$ cat src/rtl/scroll_controller_if.sv
// Board-side bundle for the scroll controller: raw key/switch inputs and display-side outputs.
interface scroll_controller_if #(
    parameter int POS_W = 3
);
    logic [1:0]       key_n;
    logic             mode_sw;
    logic             dir_sw;
    logic [POS_W-1:0] pos;
    logic             step;
    logic [1:0]       state;

    modport master (output key_n, mode_sw, dir_sw, input pos, step, state);
    modport slave  (input key_n, mode_sw, dir_sw, output pos, step, state);
endinterface

$ cat src/rtl/scroll_controller.sv
// Position sequencer for the rotating word display: sync, debounce, manual/auto/paused FSM.
// Optional SCROLL_BOUNCE_EN makes AUTO ping-pong between the end positions instead of wrapping.
module scroll_controller #(
    parameter int NUM_POS         = 6,
    parameter int POS_W           = 3,
    parameter int DEBOUNCE_CYCLES = 500000,
    parameter int TICK_DIV        = 25000000
) (
    input  logic               clk,
    input  logic               reset,
    scroll_controller_if.slave bus
);
    localparam int DW = $clog2(DEBOUNCE_CYCLES + 1);
    localparam int PW = $clog2(TICK_DIV);
    localparam logic [POS_W-1:0] POS_MAX = POS_W'(NUM_POS - 1);

    typedef enum logic [1:0] {
        ST_MANUAL = 2'b00,
        ST_AUTO   = 2'b01,
        ST_PAUSED = 2'b10
    } state_t;

    logic [1:0]         key_s1_q, key_s2_q, key_deb_q, key_prev_q;
    logic [1:0][DW-1:0] deb_cnt_q;
    logic               mode_s1_q, mode_s2_q, dir_s1_q, dir_s2_q;
    logic [1:0]         press;
    logic               lev, rev;

    state_t           state_q, state_d;
    logic [POS_W-1:0] pos_q, pos_d, auto_pos;
    logic [PW-1:0]    presc_q, presc_d;
    logic             step_q, step_d;
    logic             tick;

`ifdef SCROLL_BOUNCE_EN
    logic dir_dn_q, dir_dn_d;
    logic bounce_up;
`endif

    function automatic logic [POS_W-1:0] pos_inc(input logic [POS_W-1:0] p);
        return (p == POS_MAX) ? '0 : p + 1'b1;
    endfunction

    function automatic logic [POS_W-1:0] pos_dec(input logic [POS_W-1:0] p);
        return (p == '0) ? POS_MAX : p - 1'b1;
    endfunction

    // Input synchronisers and per-key debounce; a level is accepted after DEBOUNCE_CYCLES stable samples.
    always_ff @(posedge clk) begin
        if (reset) begin
            key_s1_q   <= 2'b11;
            key_s2_q   <= 2'b11;
            key_deb_q  <= 2'b11;
            key_prev_q <= 2'b11;
            deb_cnt_q  <= '0;
            mode_s1_q  <= 1'b0;
            mode_s2_q  <= 1'b0;
            dir_s1_q   <= 1'b0;
            dir_s2_q   <= 1'b0;
        end else begin
            key_s1_q   <= bus.key_n;
            key_s2_q   <= key_s1_q;
            mode_s1_q  <= bus.mode_sw;
            mode_s2_q  <= mode_s1_q;
            dir_s1_q   <= bus.dir_sw;
            dir_s2_q   <= dir_s1_q;
            key_prev_q <= key_deb_q;
            for (int k = 0; k < 2; k++) begin
                if (key_s2_q[k] == key_deb_q[k]) begin
                    deb_cnt_q[k] <= '0;
                end else if (deb_cnt_q[k] == DW'(DEBOUNCE_CYCLES - 1)) begin
                    key_deb_q[k] <= key_s2_q[k];
                    deb_cnt_q[k] <= '0;
                end else begin
                    deb_cnt_q[k] <= deb_cnt_q[k] + 1'b1;
                end
            end
        end
    end

    assign press = key_prev_q & ~key_deb_q;
    assign lev   = press[1];
    assign rev   = press[0];
    assign tick  = (presc_q == PW'(TICK_DIV - 1));

    always_comb begin
`ifdef SCROLL_BOUNCE_EN
        bounce_up = ~dir_dn_q;
        if (bounce_up && pos_q == POS_MAX) begin
            bounce_up = 1'b0;
        end else if (!bounce_up && pos_q == '0) begin
            bounce_up = 1'b1;
        end
        auto_pos = bounce_up ? pos_inc(pos_q) : pos_dec(pos_q);
`else
        auto_pos = dir_s2_q ? pos_dec(pos_q) : pos_inc(pos_q);
`endif
    end

    always_comb begin
        state_d = state_q;
        pos_d   = pos_q;
        presc_d = presc_q;
        step_d  = 1'b0;
`ifdef SCROLL_BOUNCE_EN
        dir_dn_d = dir_dn_q;
`endif
        if (lev && rev) begin
            pos_d   = '0;
            step_d  = 1'b1;
            presc_d = '0;
        end else begin
            unique case (state_q)
                ST_MANUAL: begin
                    if (mode_s2_q) begin
                        state_d = ST_AUTO;
                        presc_d = '0;
`ifdef SCROLL_BOUNCE_EN
                        dir_dn_d = dir_s2_q;
`endif
                    end else if (lev) begin
                        pos_d  = pos_inc(pos_q);
                        step_d = 1'b1;
                    end else if (rev) begin
                        pos_d  = pos_dec(pos_q);
                        step_d = 1'b1;
                    end
                end
                ST_AUTO: begin
                    if (!mode_s2_q) begin
                        state_d = ST_MANUAL;
                        presc_d = '0;
                    end else if (lev || rev) begin
                        state_d = ST_PAUSED;
                    end else if (tick) begin
                        presc_d = '0;
                        pos_d   = auto_pos;
                        step_d  = 1'b1;
`ifdef SCROLL_BOUNCE_EN
                        dir_dn_d = ~bounce_up;
`endif
                    end else begin
                        presc_d = presc_q + 1'b1;
                    end
                end
                ST_PAUSED: begin
                    if (!mode_s2_q) begin
                        state_d = ST_MANUAL;
                        presc_d = '0;
                    end else if (lev || rev) begin
                        state_d = ST_AUTO;
                        presc_d = '0;
`ifdef SCROLL_BOUNCE_EN
                        dir_dn_d = dir_s2_q;
`endif
                    end
                end
                default: state_d = ST_MANUAL;
            endcase
        end
    end

    always_ff @(posedge clk) begin
        if (reset) begin
            state_q <= ST_MANUAL;
            pos_q   <= '0;
            presc_q <= '0;
            step_q  <= 1'b0;
`ifdef SCROLL_BOUNCE_EN
            dir_dn_q <= 1'b0;
`endif
        end else begin
            state_q <= state_d;
            pos_q   <= pos_d;
            presc_q <= presc_d;
            step_q  <= step_d;
`ifdef SCROLL_BOUNCE_EN
            dir_dn_q <= dir_dn_d;
`endif
        end
    end

    assign bus.pos   = pos_q;
    assign bus.step  = step_q;
    assign bus.state = state_q;
endmodule

$ cat src/flat_wrapper.sv
// flat-port wrapper written by rule: the top's interface ports become plain ports
module scroll_controller_flat 
#(
    parameter int NUM_POS         = 6,
    parameter int POS_W           = 3,
    parameter int DEBOUNCE_CYCLES = 500000,
    parameter int TICK_DIV        = 25000000
)
  (clk, reset, bus_key_n, bus_mode_sw, bus_dir_sw, bus_pos, bus_step, bus_state);
  scroll_controller_if #(.POS_W(POS_W)) bus_i ();
  input  logic clk;
  input  logic reset;
  input wire logic [$bits(bus_i.key_n)-1:0] bus_key_n;
  input wire logic [$bits(bus_i.mode_sw)-1:0] bus_mode_sw;
  input wire logic [$bits(bus_i.dir_sw)-1:0] bus_dir_sw;
  output wire logic [$bits(bus_i.pos)-1:0] bus_pos;
  output wire logic [$bits(bus_i.step)-1:0] bus_step;
  output wire logic [$bits(bus_i.state)-1:0] bus_state;
  assign bus_i.key_n = bus_key_n;
  assign bus_i.mode_sw = bus_mode_sw;
  assign bus_i.dir_sw = bus_dir_sw;
  assign bus_pos = bus_i.pos;
  assign bus_step = bus_i.step;
  assign bus_state = bus_i.state;
  scroll_controller #(.NUM_POS(NUM_POS), .POS_W(POS_W), .DEBOUNCE_CYCLES(DEBOUNCE_CYCLES), .TICK_DIV(TICK_DIV)) u_core (.clk(clk), .reset(reset), .bus(bus_i));
endmodule
$ cat config.mk
export PLATFORM = sky130hd
export DESIGN_NAME = scroll_controller_flat
export DESIGN_NICKNAME = d
export VERILOG_FILES = /design/src/rtl/scroll_controller_if.sv /design/src/rtl/scroll_controller.sv /design/src/flat_wrapper.sv
export SDC_FILE = /design/constraint.sdc
export NUM_CORES = 1
export LEC_CHECK = 0
export ABC_CLOCK_PERIOD_IN_PS = 2600
export CORE_ASPECT_RATIO = 0.6
export CORE_MARGIN = 3
export CORE_UTILIZATION = 35
export CTS_CLUSTER_DIAMETER = 50
export DETAILED_ROUTE_END_ITERATION = 16
export SYNTH_ARGS = -nofsm -noshare
export SYNTH_HDL_FRONTEND = slang
export SYNTH_SLANG_ARGS = --single-unit
$ cat constraint.sdc
create_clock -name clk -period 2.6 [get_ports clk]
set_input_delay 0.52 -clock clk [delete_from_list [all_inputs] [get_ports clk]]
set_output_delay 0.52 -clock clk [all_outputs]
set_load 0.05 [all_outputs]
==> flow_metrics.env <==
export IMPL_status="complete, no violations"
export IMPL_initial_core_util=0.375
export IMPL_cts_repair_resized=0
export IMPL_cts_hold_fix_buffers=0
export IMPL_synth_yosys_seq_area_share=0.452
export IMPL_crit_path_end_kind="output pin"
export IMPL_drcViolationCount=0
export IMPL_slowest_stage="clkdlybuf4s50_1"
export IMPL_post_synth_top_area_fraction=0.452
export IMPL_number_of_antenna_violations_at_the_first_check_in_global_routing=0
export IMPL_rows=27
export IMPL_rsz_0062_raised_after_global_routing="no"
export IMPL_critPathRequiredTime_ns=2.08
export IMPL_cts_inserted_buffers=9
export IMPL_register_area_mm2=0.00162
export IMPL_layout_drive_gt1_share=0.0828
export IMPL_place_congestion=0.821
export IMPL_most_common_cell_in_the_synthesized_netlist="nor2_1"
export IMPL_synth_seq_cells=81
export IMPL_routed_wl_um=6770
export IMPL_final_hold_violation_count=0
export IMPL_fill_cells=910
export IMPL_multiInputGateArea_mm2=0.00188
export IMPL_worstMarginPinSlew_ns=0.506
export IMPL_max_freq_mhz=455
export IMPL_synthesis_area_mm2=0.00359
export IMPL_finalCriticalPeriod_ns=2.20
export IMPL_setup_worst_path_start_class="flop"
export IMPL_reg2reg_slack_ns=0.51
export IMPL_layout_worst_path_cycle_share=0.845
export IMPL_worst_ep_arrival_time_ns=1.68
export IMPL_regToRegEndpoint="u_core.presc_q[24]$_SDFFE_PP0P_"
export IMPL_synthFlopType="dfxtp_1"
export IMPL_drt_iter0_drc=142
export IMPL_hold_path_endpoint="u_core.key_s2_q[0]$_SDFF_PP1_"
export IMPL_maximum_single_stage_delay_on_the_critical_path_ns=0.86
export IMPL_grt_start_max_net_pins=26
export IMPL_yosysTopAreaCell="dfxtp_1"
export IMPL_setup_tns_ns=0
export IMPL_timing_critical_path_cells="clkdlybuf4s50_1"
export IMPL_worst_path_max_fanout=8
export IMPL_antenna_cells_inserted=0
export IMPL_design_power_total_mw=2.68
export IMPL_grt_pass1_vias=2554
export IMPL_groute_usage_overall=0.127
export IMPL_post_synth_main_area_contributors="dfxtp_1 (45%), xnor2_1 (9.8%), nor2_1 (8.8%)"
export IMPL_ant_nets=0
export IMPL_area_growth_pct=16.4
export IMPL_worstSetupPathType="flop to output pin"
export IMPL_die_height_um=84.4
export IMPL_hold_path_cell_count=1
export IMPL_ff2ff_path_depth=6
export IMPL_clk_path_buf_depth=2
export IMPL_largest_delay_contributor_family_on_the_critical_path="buffers and inverters"
export IMPL_post_synthesis_instance_total=414
export IMPL_cts_htree_levels=3
export IMPL_cts_num_sinks=81
export IMPL_ir_worst_vdd_uv=434
export IMPL_ys_async_sr_fraction=0
export IMPL_synth_lib_cells_used_distinct=42
export IMPL_cts_setup_buffers=0
export IMPL_fp_dieArea_mm2=0.0115
export IMPL_post_synth_cell_area_avg_um2=8.67
export IMPL_first_pass_grt_wire_length_um=11900
export IMPL_design_final_nets=440
export IMPL_p_leak_nw=1.34
export IMPL_cap_violations=0
export IMPL_num_vias=2751
export IMPL_synth_enable_flop_cells=0
export IMPL_setup_violations_final=0
export IMPL_mappedNetlistNets=424
export IMPL_grt_overflow_total=0
export IMPL_slew_limit_headroom=0.653
export IMPL_slew_viol_final=0
export IMPL_die_w_um=137
export IMPL_portBuffers=11
export IMPL_worstHoldPathType="flop to flop"
export IMPL_power_density_mw_per_mm2=642
export IMPL_min_delay_start="u_core.key_s1_q[0]$_SDFF_PP1_"
export IMPL_place_hpwl_um=4740
export IMPL_ranking_of_synthesized_cells_by_instance_count="nor2_1 (84), dfxtp_1 (81), xnor2_1 (40)"
export IMPL_design_core_area_mm2=0.00956
export IMPL_root_buffer="clkbuf_16"
export IMPL_design_portCount=12
export IMPL_regToRegStartpoint="u_core.presc_q[7]$_SDFFE_PP0P_"
export IMPL_synthesis_warning_total=0
export IMPL_wire_per_inst_um=12.0
export IMPL_clkLatencyLatePin_ns=0.33
export IMPL_clk_transition_reported_paths_ns=0.06
export IMPL_firstDrtPassIters=4
export IMPL_skew_ns=0.00607
export IMPL_route_detailed_vias_per_inst=4.87
export IMPL_critPathBufInv=1
export IMPL_cts_tree="done"
==> final cells by class <==
class / instances / share of cell area
clock buffers: 10 / 0.0572
inverters: 11 / 0.00989
flip-flops and latches: 81 / 0.388
multi-input cells: 312 / 0.450
clock inverters: 6 / 0.0216
well taps: 130 / 0.0390
repair buffers: 15 / 0.0336
==> worst reg2reg max path, delay by kind of cell (launching register included) <==
family	cells	cell delay [ns]
flip-flops	1	0.46
XOR/XNOR	1	0.17
AND/OR/NAND/NOR	5	1.36
==> state kept, by name, summed over array words and instances (netlist names) <==
register           cells
u_core.key_s1_q        2
u_core.bus.state       2
u_core.key_prev_q      2
u_core.presc_q        25
u_core.key_s2_q        2
u_core.deb_cnt_q      38
u_core.mode_s2_q       1
u_core.key_deb_q       2
u_core.bus.pos         3
u_core.mode_s1_q       1
u_core.dir_s2_q        1
u_core.bus.step        1
u_core.dir_s1_q        1
==> cell usage in the layout (no fill, tap or decap), types with 2 or more instances in the layout <==
cell,instances
nor2_1,84
dfxtp_1,81
xnor2_1,40
nand2_1,28
nand3_1,24
xor2_1,21
nor4_1,16
nand4_1,13
inv_1,11
clkdlybuf4s50_1,11
clkbuf_16,9
nor3_1,8
a21oi_1,7
or2_2,7
nor2b_1,7
nand2b_1,6
and3_1,6
o21ai_0,6
and4_1,4
or3_1,4
ha_1,4
buf_4,4
mux2i_1,3
and2_1,2
nor4b_1,2
nand3b_1,2
a211o_1,2
bufinv_16,2
==> power breakdown <==
group / internal [mW] / switching, mW
clock: 0.869 / 0.496
sequential: 1.25 / 0.00544
combinational: 0.0230 / 0.0366
total: 2.14 / 0.538
==> logic make-up (layout without fill, tap and decap cells) <==
logic type,count (synthesis),count (layout),synth area share
simple gates,221,221,0.311
flops,81,81,0.452
xor+xnor,61,61,0.149
compound gates,23,23,0.0422
buf+inv,21,42,0.0241
fa+ha+maj,4,4,0.0139
mux,3,3,0.00837
==> worst max path at each step <==
stage / startpoint / endpoint / slack [ns] / depth (start not counted)
floorplan: u_core.bus.state[1]$_SDFFE_PP0P_ / u_core.presc_q[19]$_SDFFE_PP0P_ / 0.60 / 6
global placement: reset / u_core.deb_cnt_q[33]$_SDFF_PP0_ / 0.47 / 5
detailed placement: reset / u_core.deb_cnt_q[29]$_SDFF_PP0_ / 0.43 / 5
CTS: u_core.bus.state[0]$_SDFFE_PP0P_ / bus_state[0] / 0.38 / 1
global route: u_core.bus.pos[0]$_SDFFE_PP0P_ / bus_pos[0] / 0.33 / 1
finish: u_core.bus.state[0]$_SDFFE_PP0P_ / bus_state[0] / 0.40 / 1
==> per-layer routing <==
metal,global-route usage,vias up,share of wire
met1,0.182,1268,0.55
met5,0,-,0
met2,0.173,41,0.39
met4,0.0439,0,0.016
met3,0.0455,10,0.046
li1,-,1432,-
==> metrics by stage <==
step	hold WS, ns	instances	util	setup slack [ns]	cell area (um2)
6_report	0.403	565	0.437	0.403	4180
3_5_place_dp	0.396	549	0.402	0.430	3850
4_1_cts	0.407	565	0.437	0.383	4180
3_3_place_gp	0.397	549	0.402	0.469	3850
2_1_floorplan	0.389	414	-	0.598	3590
5_1_grt	0.430	565	0.437	0.327	4180
Note: power is estimated with default switching activity, not from simulation.
